==> src/rtl/core_pkg.sv <==
// Shared constants and state encoding for the core memory controller.
package core_pkg;

  localparam int unsigned CoreAddrW = 18;  // Avalon word address width
  localparam int unsigned WordW     = 36;  // memory word width
  localparam int unsigned SelW      = 4;   // memory select jumper width per port
  localparam int unsigned IlvMax    = 2;   // largest supported interleave log2

  typedef enum logic [2:0] {
    StIdle,
    StAck,
    StRd,
    StRs,
    StWwait,
    StWr,
    StDone,
    StStop
  } state_t;

  // Index width for a vector of n entries; never less than one bit.
  function automatic int unsigned idx_w(int unsigned n);
    return (n > 1) ? $clog2(n) : 1;
  endfunction

endpackage

==> src/rtl/core_mem_ctl_if.sv <==
// Memory bus bundle: one bit or one slice per port for every signal.
interface core_mem_ctl_if
#(
  parameter int unsigned NPORT = 4,
  parameter int unsigned MA_W  = 15
);
  import core_pkg::*;

  logic [NPORT-1:0]       rq_cyc;
  logic [NPORT-1:0]       rd_rq;
  logic [NPORT-1:0]       wr_rq;
  logic [NPORT-1:0]       wr_rs;
  logic [NPORT-1:0]       fmc_select;
  logic [NPORT*MA_W-1:0]  ma;
  logic [NPORT*SelW-1:0]  sel;
  logic [NPORT*WordW-1:0] mb_in;
  logic [NPORT-1:0]       addr_ack;
  logic [NPORT-1:0]       rd_rs;
  logic [NPORT*WordW-1:0] mb_out;

  // Processor side of the bus.
  modport master (
    output rq_cyc, rd_rq, wr_rq, wr_rs, fmc_select, ma, sel, mb_in,
    input  addr_ack, rd_rs, mb_out
  );

  // Memory side of the bus.
  modport slave (
    input  rq_cyc, rd_rq, wr_rq, wr_rs, fmc_select, ma, sel, mb_in,
    output addr_ack, rd_rs, mb_out
  );

endinterface

==> src/rtl/rr_arb.sv <==
// Rotating-priority arbiter: search begins at the entry after 'last'.
module rr_arb
#(
  parameter int unsigned N = 4,
  localparam int unsigned LW = (N > 1) ? $clog2(N) : 1
) (
  input  logic [N-1:0]  req,
  input  logic [LW-1:0] last,
  output logic [N-1:0]  grant,
  output logic          valid
);

  // First requester found walking upward from last+1, wrapping at N.
  always_comb begin
    grant = '0;
    valid = 1'b0;
    for (int unsigned off = 1; off <= N; off++) begin
      if (!valid && req[LW'((32'(last) + off) % N)]) begin
        grant[LW'((32'(last) + off) % N)] = 1'b1;
        valid = 1'b1;
      end
    end
  end

endmodule

==> src/rtl/core_mem_ctl.sv <==
// Multi-port core memory controller bridging the memory bus to an Avalon master.
module core_mem_ctl
  import core_pkg::*;
#(
  parameter int unsigned            NPORT   = 4,
  parameter int unsigned            MA_W    = 15,
  parameter logic [NPORT*SelW-1:0]  MEMSEL  = '0,
  parameter int unsigned            ILV     = 0,
  parameter int unsigned            ILV_SEL = 0,
  parameter int unsigned            WR_TMO  = 1023
) (
  input  logic                 clk,
  input  logic                 reset,
  core_mem_ctl_if.slave        membus,
  input  logic                 sw_single_step,
  input  logic                 sw_restart,
  output logic [CoreAddrW-1:0] m_address,
  output logic                 m_read,
  output logic                 m_write,
  output logic [WordW-1:0]     m_writedata,
  input  logic [WordW-1:0]     m_readdata,
  input  logic                 m_waitrequest,
  output logic                 busy
);

  localparam int unsigned    PW      = idx_w(NPORT);
  localparam int unsigned    TW      = $clog2(WR_TMO + 1);
  localparam logic [MA_W-1:0] IlvMask = MA_W'((1 << ILV) - 1);

  state_t                 state_q;
  logic [PW-1:0]          port_q;
  logic [PW-1:0]          last_q;
  logic [CoreAddrW-1:0]   addr_q;
  logic                   rd_q;
  logic                   wr_q;
  logic [WordW-1:0]       rdata_q;
  logic [WordW-1:0]       wdata_q;
  logic [TW-1:0]          tmo_q;
  logic                   ss_q;
  logic                   restart_q;
  logic [NPORT-1:0]       addr_ack_q;
  logic [NPORT-1:0]       rd_rs_q;
  logic                   m_read_q;
  logic                   m_write_q;

  logic [NPORT-1:0]       req;
  logic [NPORT-1:0]       grant;
  logic                   grant_valid;
  logic [PW-1:0]          grant_idx;
  logic [WordW*NPORT-1:0] mb_out_w;

  // A port is a candidate only if it targets this module's jumpers and bank.
  always_comb begin
    req = '0;
    for (int i = 0; i < NPORT; i++) begin
      req[i] = membus.rq_cyc[i] & ~membus.fmc_select[i]
             & (membus.sel[i*SelW +: SelW] == MEMSEL[i*SelW +: SelW])
             & ((membus.ma[i*MA_W +: MA_W] & IlvMask) == MA_W'(ILV_SEL));
    end
  end

  rr_arb #(
    .N (NPORT)
  ) u_arb (
    .req   (req),
    .last  (last_q),
    .grant (grant),
    .valid (grant_valid)
  );

  // One-hot grant to port index.
  always_comb begin
    grant_idx = '0;
    for (int i = 0; i < NPORT; i++) begin
      if (grant[i]) grant_idx = PW'(i);
    end
  end

  // Main cycle sequencer; every bus and Avalon output is a register here.
  always_ff @(posedge clk or negedge reset) begin
    if (!reset) begin
      state_q    <= StIdle;
      port_q     <= '0;
      last_q     <= PW'(NPORT - 1);
      addr_q     <= '0;
      rd_q       <= 1'b0;
      wr_q       <= 1'b0;
      rdata_q    <= '0;
      wdata_q    <= '0;
      tmo_q      <= '0;
      ss_q       <= 1'b0;
      restart_q  <= 1'b0;
      addr_ack_q <= '0;
      rd_rs_q    <= '0;
      m_read_q   <= 1'b0;
      m_write_q  <= 1'b0;
    end else begin
      restart_q <= sw_restart;
      unique case (state_q)
        StIdle: begin
          if (grant_valid) begin
            port_q     <= grant_idx;
            last_q     <= grant_idx;
            addr_q     <= CoreAddrW'(membus.ma[grant_idx*MA_W +: MA_W] >> ILV);
            rd_q       <= membus.rd_rq[grant_idx];
            wr_q       <= membus.wr_rq[grant_idx];
            addr_ack_q <= grant;
            state_q    <= StAck;
          end
        end
        StAck: begin
          addr_ack_q <= '0;
          if (sw_single_step) ss_q <= 1'b1;
          tmo_q <= '0;
          if (rd_q) begin
            m_read_q <= 1'b1;
            state_q  <= StRd;
          end else if (wr_q) begin
            state_q <= StWwait;
          end else begin
            state_q <= StDone;
          end
        end
        StRd: begin
          if (!m_waitrequest) begin
            rdata_q  <= m_readdata;
            m_read_q <= 1'b0;
            rd_rs_q  <= NPORT'(1) << port_q;
            state_q  <= StRs;
          end
        end
        StRs: begin
          rd_rs_q <= '0;
          state_q <= wr_q ? StWwait : StDone;
        end
        StWwait: begin
          // wr_rs is checked first so it wins in the expiry cycle.
          if (membus.wr_rs[port_q]) begin
            wdata_q   <= membus.mb_in[port_q*WordW +: WordW];
            m_write_q <= 1'b1;
            state_q   <= StWr;
          end else if (tmo_q == TW'(WR_TMO - 1)) begin
            state_q <= StDone;
          end else begin
            tmo_q <= tmo_q + 1'b1;
          end
        end
        StWr: begin
          if (!m_waitrequest) begin
            m_write_q <= 1'b0;
            state_q   <= StDone;
          end
        end
        StDone: begin
          state_q <= ss_q ? StStop : StIdle;
        end
        StStop: begin
          if (sw_restart && !restart_q) begin
            ss_q    <= 1'b0;
            state_q <= StIdle;
          end
        end
        default: state_q <= StIdle;
      endcase
    end
  end

  // Read data appears only on the granted port, only during the rd_rs pulse.
  always_comb begin
    mb_out_w = '0;
    for (int i = 0; i < NPORT; i++) begin
      if (rd_rs_q[i]) mb_out_w[i*WordW +: WordW] = rdata_q;
    end
  end

  assign membus.addr_ack = addr_ack_q;
  assign membus.rd_rs    = rd_rs_q;
  assign membus.mb_out   = mb_out_w;
  assign m_address       = addr_q;
  assign m_read          = m_read_q;
  assign m_write         = m_write_q;
  assign m_writedata     = wdata_q;
  assign busy            = (state_q != StIdle);

endmodule

==> src/flat_wrapper.sv <==
// flat-port wrapper written by rule: the top's interface ports become plain ports
module core_mem_ctl_flat import core_pkg::*;
#(
  parameter int unsigned            NPORT   = 4,
  parameter int unsigned            MA_W    = 15,
  parameter logic [NPORT*SelW-1:0]  MEMSEL  = '0,
  parameter int unsigned            ILV     = 0,
  parameter int unsigned            ILV_SEL = 0,
  parameter int unsigned            WR_TMO  = 1023
)
  (clk, reset, sw_single_step, sw_restart, m_address, m_read, m_write, m_writedata, m_readdata, m_waitrequest, busy, membus_rq_cyc, membus_rd_rq, membus_wr_rq, membus_wr_rs, membus_fmc_select, membus_ma, membus_sel, membus_mb_in, membus_addr_ack, membus_rd_rs, membus_mb_out);
  core_mem_ctl_if #(.NPORT(NPORT), .MA_W(MA_W)) membus_i ();
  input  logic clk;
  input  logic reset;
  input  logic sw_single_step;
  input  logic sw_restart;
  output logic [CoreAddrW-1:0] m_address;
  output logic m_read;
  output logic m_write;
  output logic [WordW-1:0] m_writedata;
  input  logic [WordW-1:0] m_readdata;
  input  logic m_waitrequest;
  output logic busy;
  input wire logic [$bits(membus_i.rq_cyc)-1:0] membus_rq_cyc;
  input wire logic [$bits(membus_i.rd_rq)-1:0] membus_rd_rq;
  input wire logic [$bits(membus_i.wr_rq)-1:0] membus_wr_rq;
  input wire logic [$bits(membus_i.wr_rs)-1:0] membus_wr_rs;
  input wire logic [$bits(membus_i.fmc_select)-1:0] membus_fmc_select;
  input wire logic [$bits(membus_i.ma)-1:0] membus_ma;
  input wire logic [$bits(membus_i.sel)-1:0] membus_sel;
  input wire logic [$bits(membus_i.mb_in)-1:0] membus_mb_in;
  output wire logic [$bits(membus_i.addr_ack)-1:0] membus_addr_ack;
  output wire logic [$bits(membus_i.rd_rs)-1:0] membus_rd_rs;
  output wire logic [$bits(membus_i.mb_out)-1:0] membus_mb_out;
  assign membus_i.rq_cyc = membus_rq_cyc;
  assign membus_i.rd_rq = membus_rd_rq;
  assign membus_i.wr_rq = membus_wr_rq;
  assign membus_i.wr_rs = membus_wr_rs;
  assign membus_i.fmc_select = membus_fmc_select;
  assign membus_i.ma = membus_ma;
  assign membus_i.sel = membus_sel;
  assign membus_i.mb_in = membus_mb_in;
  assign membus_addr_ack = membus_i.addr_ack;
  assign membus_rd_rs = membus_i.rd_rs;
  assign membus_mb_out = membus_i.mb_out;
  core_mem_ctl #(.NPORT(NPORT), .MA_W(MA_W), .MEMSEL(MEMSEL), .ILV(ILV), .ILV_SEL(ILV_SEL), .WR_TMO(WR_TMO)) u_core (.clk(clk), .reset(reset), .membus(membus_i), .sw_single_step(sw_single_step), .sw_restart(sw_restart), .m_address(m_address), .m_read(m_read), .m_write(m_write), .m_writedata(m_writedata), .m_readdata(m_readdata), .m_waitrequest(m_waitrequest), .busy(busy));
endmodule
==> config.mk <==
export PLATFORM = sky130hd
export DESIGN_NAME = core_mem_ctl_flat
export DESIGN_NICKNAME = d
export VERILOG_FILES = /design/src/rtl/core_pkg.sv /design/src/rtl/core_mem_ctl_if.sv /design/src/rtl/rr_arb.sv /design/src/rtl/core_mem_ctl.sv /design/src/flat_wrapper.sv
export SDC_FILE = /design/constraint.sdc
export NUM_CORES = 1
export LEC_CHECK = 0
export BUFFER_PORTS_ARGS = -buffer_cell sky130_fd_sc_hd__buf_2
export CAP_MARGIN = 10
export CELL_PAD_IN_SITES_DETAIL_PLACEMENT = 0
export CELL_PAD_IN_SITES_GLOBAL_PLACEMENT = 2
export CORE_AREA = 5 5 190 192
export CTS_CLUSTER_DIAMETER = 120
export DETAILED_ROUTE_END_ITERATION = 7
export DIE_AREA = 0 0 195 197
export HOLD_SLACK_MARGIN = 0.06
export PLACE_DENSITY = 0.82
export SKIP_LAST_GASP = 1
export SLEW_MARGIN = 20
export SYNTH_ARGS = -nofsm -noshare
export SYNTH_HDL_FRONTEND = slang
export SYNTH_SLANG_ARGS = --single-unit
==> constraint.sdc <==
create_clock -name clk -period 5.8 [get_ports clk]
set_clock_uncertainty 0.2 [all_clocks]
set_input_delay 1.16 -clock clk [delete_from_list [all_inputs] [get_ports clk]]
set_output_delay 1.16 -clock clk [all_outputs]
set_load 0.01 [all_outputs]
==> metrics.txt <==
outcome=complete, no violations; latest clock arrival within the worst-skew pair=0.41 ns; global route overflow=0; drt first pass iters=4; kind of critical path=input port to flop; first-pass GRT wire length=roughly 50,000 um; Final Cycle Share=0.718; vias=7,515; CTS tree=built; Total Wirelength=approximately 33,000 um; RSZ-0062 raised after global routing=false; top cells by area, synth=dfrtp_1, and2_1, mux4_2; vias per cell=roughly 4.6; Port Buffers=slightly below 500; Yosys warning total=0; Max clock buf depth=2; crit-path max FO=10; Core ar.=roughly 34,000 um^2; htree depth=4; initial antenna violation count=4; Worst EP required=5.89 ns; CTS-repair resized insts=0; # hold bufs at CTS=0; setup TNS=0 ns; Arrival @ worst endpoint=4.25 ns; DRT iter0 DRCs=between 200 and 300; Clock Pin Slew Worst Setup and Hold Paths=roughly 0.060 ns; Initial Util=0.227; Pleak=5.82 nW; final cell utilization of the core=0.330; maximum vdd drop=a little over 0.2 mV; top_reg_cell synth=dfrtp_1; Hold Crit Class=flop to flop; io pins=a little under 500; Detailed Place HPWL=between 20,000 and 30,000 um; chip width=between 150 and 200 um; Finish-stage setup viols=0; CTS buffer count=17; EDFF count, synth=0; Total GRT Usage=0.162; die area=38,400 um^2; # DRC=0; RR Startpoint=u_core.last_q[0]; cells on worst reg2reg path=10; row count=68; post-CTS setup buffer count=0; sequential area share after synthesis=0.380; Syn Area/Cell=10.9 um^2; Syn Inst Count=approximately 710; Tightest Pin Transition=~1.1 ns; reg2reg end=u_core.m_address[0]; Peak Freq=~240 MHz; critical path endpoint category=flop; layout cells sized above 1=0.561; post-synth top area cell=dfrtp_1; Mapped Area=7780 um^2; P&R area growth vs syn=45.3%; Chip Height=a little under 200 um; CP Launch Point=membus_fmc_select[0]; post-DR wirelength/cell=about 20 um; crit path launch type=input port; RePlAce Congestion=0.913; clk root buf=clkbuf_16; Reg2Reg Setup Slack=roughly 2.0 ns; largest net degree at the start of global routing=66; Seq cells post-synth=118; Routed Antenna Nets=0; worst hold slack=0.301 ns; Async S/R FF share, synth=1.00; worst setup path end=u_core.m_address[0]; Max Cap Violations=0; vias in the first global route=approximately 7,800; final hold viol count=0; Max-Slew Margin vs Limit=0.282; Final Max Tran Viols=0; PD cells=roughly 460 nW/um^2; Synth cell types=between 60 and 70; fin crit period=around 4.2 ns; Synth top area share=0.373; Clock Sinks=~120; Layout Nets=approximately 1,500
## metal layers
metal  GRT usage  vias up  share of wire
li1            -     3496              -
met1       0.208     3667           0.42
met2       0.267      303           0.49
met3      0.0398       45          0.063
met4      0.0566        4          0.024
met5           0        -         0.0010
## area by class of cell
| class | count | area, um^2 |
|---|---|---|
| antenna | 3 | 7.51 |
| clock inverter | 9 | 163 |
| sequential | 118 | 2960 |
| timing repair buffer | 494 | 2500 |
| tap | 455 | 569 |
| multi-input combinational | 527 | 4540 |
| inverter | 16 | 60.1 |
| fill | 3592 | 22900 |
| clock buffer | 23 | 498 |
## per-stage QoR
stage               power [W]  setup slack [ns]  area (um^2)  std cells
floorplan             0.00302              1.83         7780        714
global placement      0.00402              1.27        10600       1610
detailed placement    0.00405              1.19        10600       1610
CTS                   0.00529              1.66        11300       1642
global route          0.00556              1.53        11300       1644
finish                0.00520              1.64        11300       1645
## power breakdown
group | leakage [nW] | switching (W) | internal, W
sequential | 1.43 | 0.000517 | 0.00120
clock | 0.321 | 0.000413 | 0.000783
combinational | 4.07 | 0.00113 | 0.00117
total | 5.82 | 0.00206 | 0.00315
## sequential cells by signal, summed over array words and instances (netlist names)
register                cells
u_core.membus.rd_rs         4
u_core.ss_q                 1
u_core.last_q               2
u_core.tmo_q               10
u_core.port_q               2
u_core.restart_q            1
u_core.rd_q                 1
u_core.m_write              1
u_core.state_q              3
u_core.membus.addr_ack      4
u_core.m_address           15
u_core.rdata_q             36
u_core.m_writedata         36
u_core.wr_q                 1
u_core.m_read               1
## critical path, stage by stage
cell and delay, ns:
buf_2 0.11, or4b_1 0.64, or2_1 0.30, mux4_1 0.59, mux2i_1 0.21, a22o_1 0.26, nor4_4 0.57, buf_4 0.31
a211oi_1 0.09
## worst min-delay path by stage
stage / from / endpoint / slack [ns] / cells past startpoint
global route: u_core.m_writedata[22] / u_core.m_writedata[22] / 0.31 / 1
global placement: u_core.m_writedata[31] / u_core.m_writedata[31] / 0.28 / 1
detailed placement: u_core.m_writedata[8] / u_core.m_writedata[8] / 0.29 / 1
floorplan: u_core.tmo_q[4] / u_core.tmo_q[4] / 0.30 / 2
CTS: u_core.m_writedata[22] / u_core.m_writedata[22] / 0.30 / 1
finish: u_core.m_writedata[8] / u_core.m_writedata[8] / 0.30 / 1
## cell usage after synthesis (7+ instances only)
cell type / n
and2_1: 149
dfrtp_1: 116
mux2_2: 73
mux4_2: 40
nand2_1: 37
clkbuf_1: 35
mux2i_1: 28
nor2_1: 23
nor3_1: 23
a21oi_1: 17
inv_1: 14
a32o_1: 12
o21ai_0: 12
nand3_1: 11
and3_1: 10
ha_1: 10
a211oi_1: 8
xor2_1: 7
## logic make-up after synthesis
group | count (synthesis) | share of synthesized area
muxes | 142 | 0.261
other | 1 | 0.000482
xor gates and xnor gates | 8 | 0.00901
and+or+nand+nor | 277 | 0.205
buffers and inverters | 69 | 0.0397
AOI/OAI and AO/OA | 87 | 0.0883
DFF | 118 | 0.380
adders and majority gates | 10 | 0.0161
## placed cells by master (no fill, tap or decap), types with 3 or more instances in the layout
cell / synthesis / final
dfrtp_1: 116 / 110
clkbuf_8: 0 / 5
a32o_1: 12 / 12
ha_1: 10 / 10
inv_1: 14 / 14
and3_1: 10 / 10
bufinv_16: 0 / 4
a21oi_1: 17 / 17
nand3_1: 11 / 10
conb_1: 1 / 3
clkbuf_16: 0 / 17
diode_2: 0 / 3
nand2_1: 37 / 37
a21oi_2: 5 / 5
buf_4: 4 / 8
nand4_1: 5 / 5
nor2_1: 23 / 23
a2bb2oi_1: 3 / 3
mux2i_1: 28 / 28
a211oi_1: 8 / 8
o21ai_0: 12 / 12
nor3_1: 23 / 23
and2_1: 149 / 148
mux4_2: 40 / 40
buf_2: 4 / 485
mux2_2: 73 / 73
nor4b_1: 3 / 3
dfrtp_2: 0 / 6
xor2_1: 7 / 7
(Power assumes the default switching activity.)
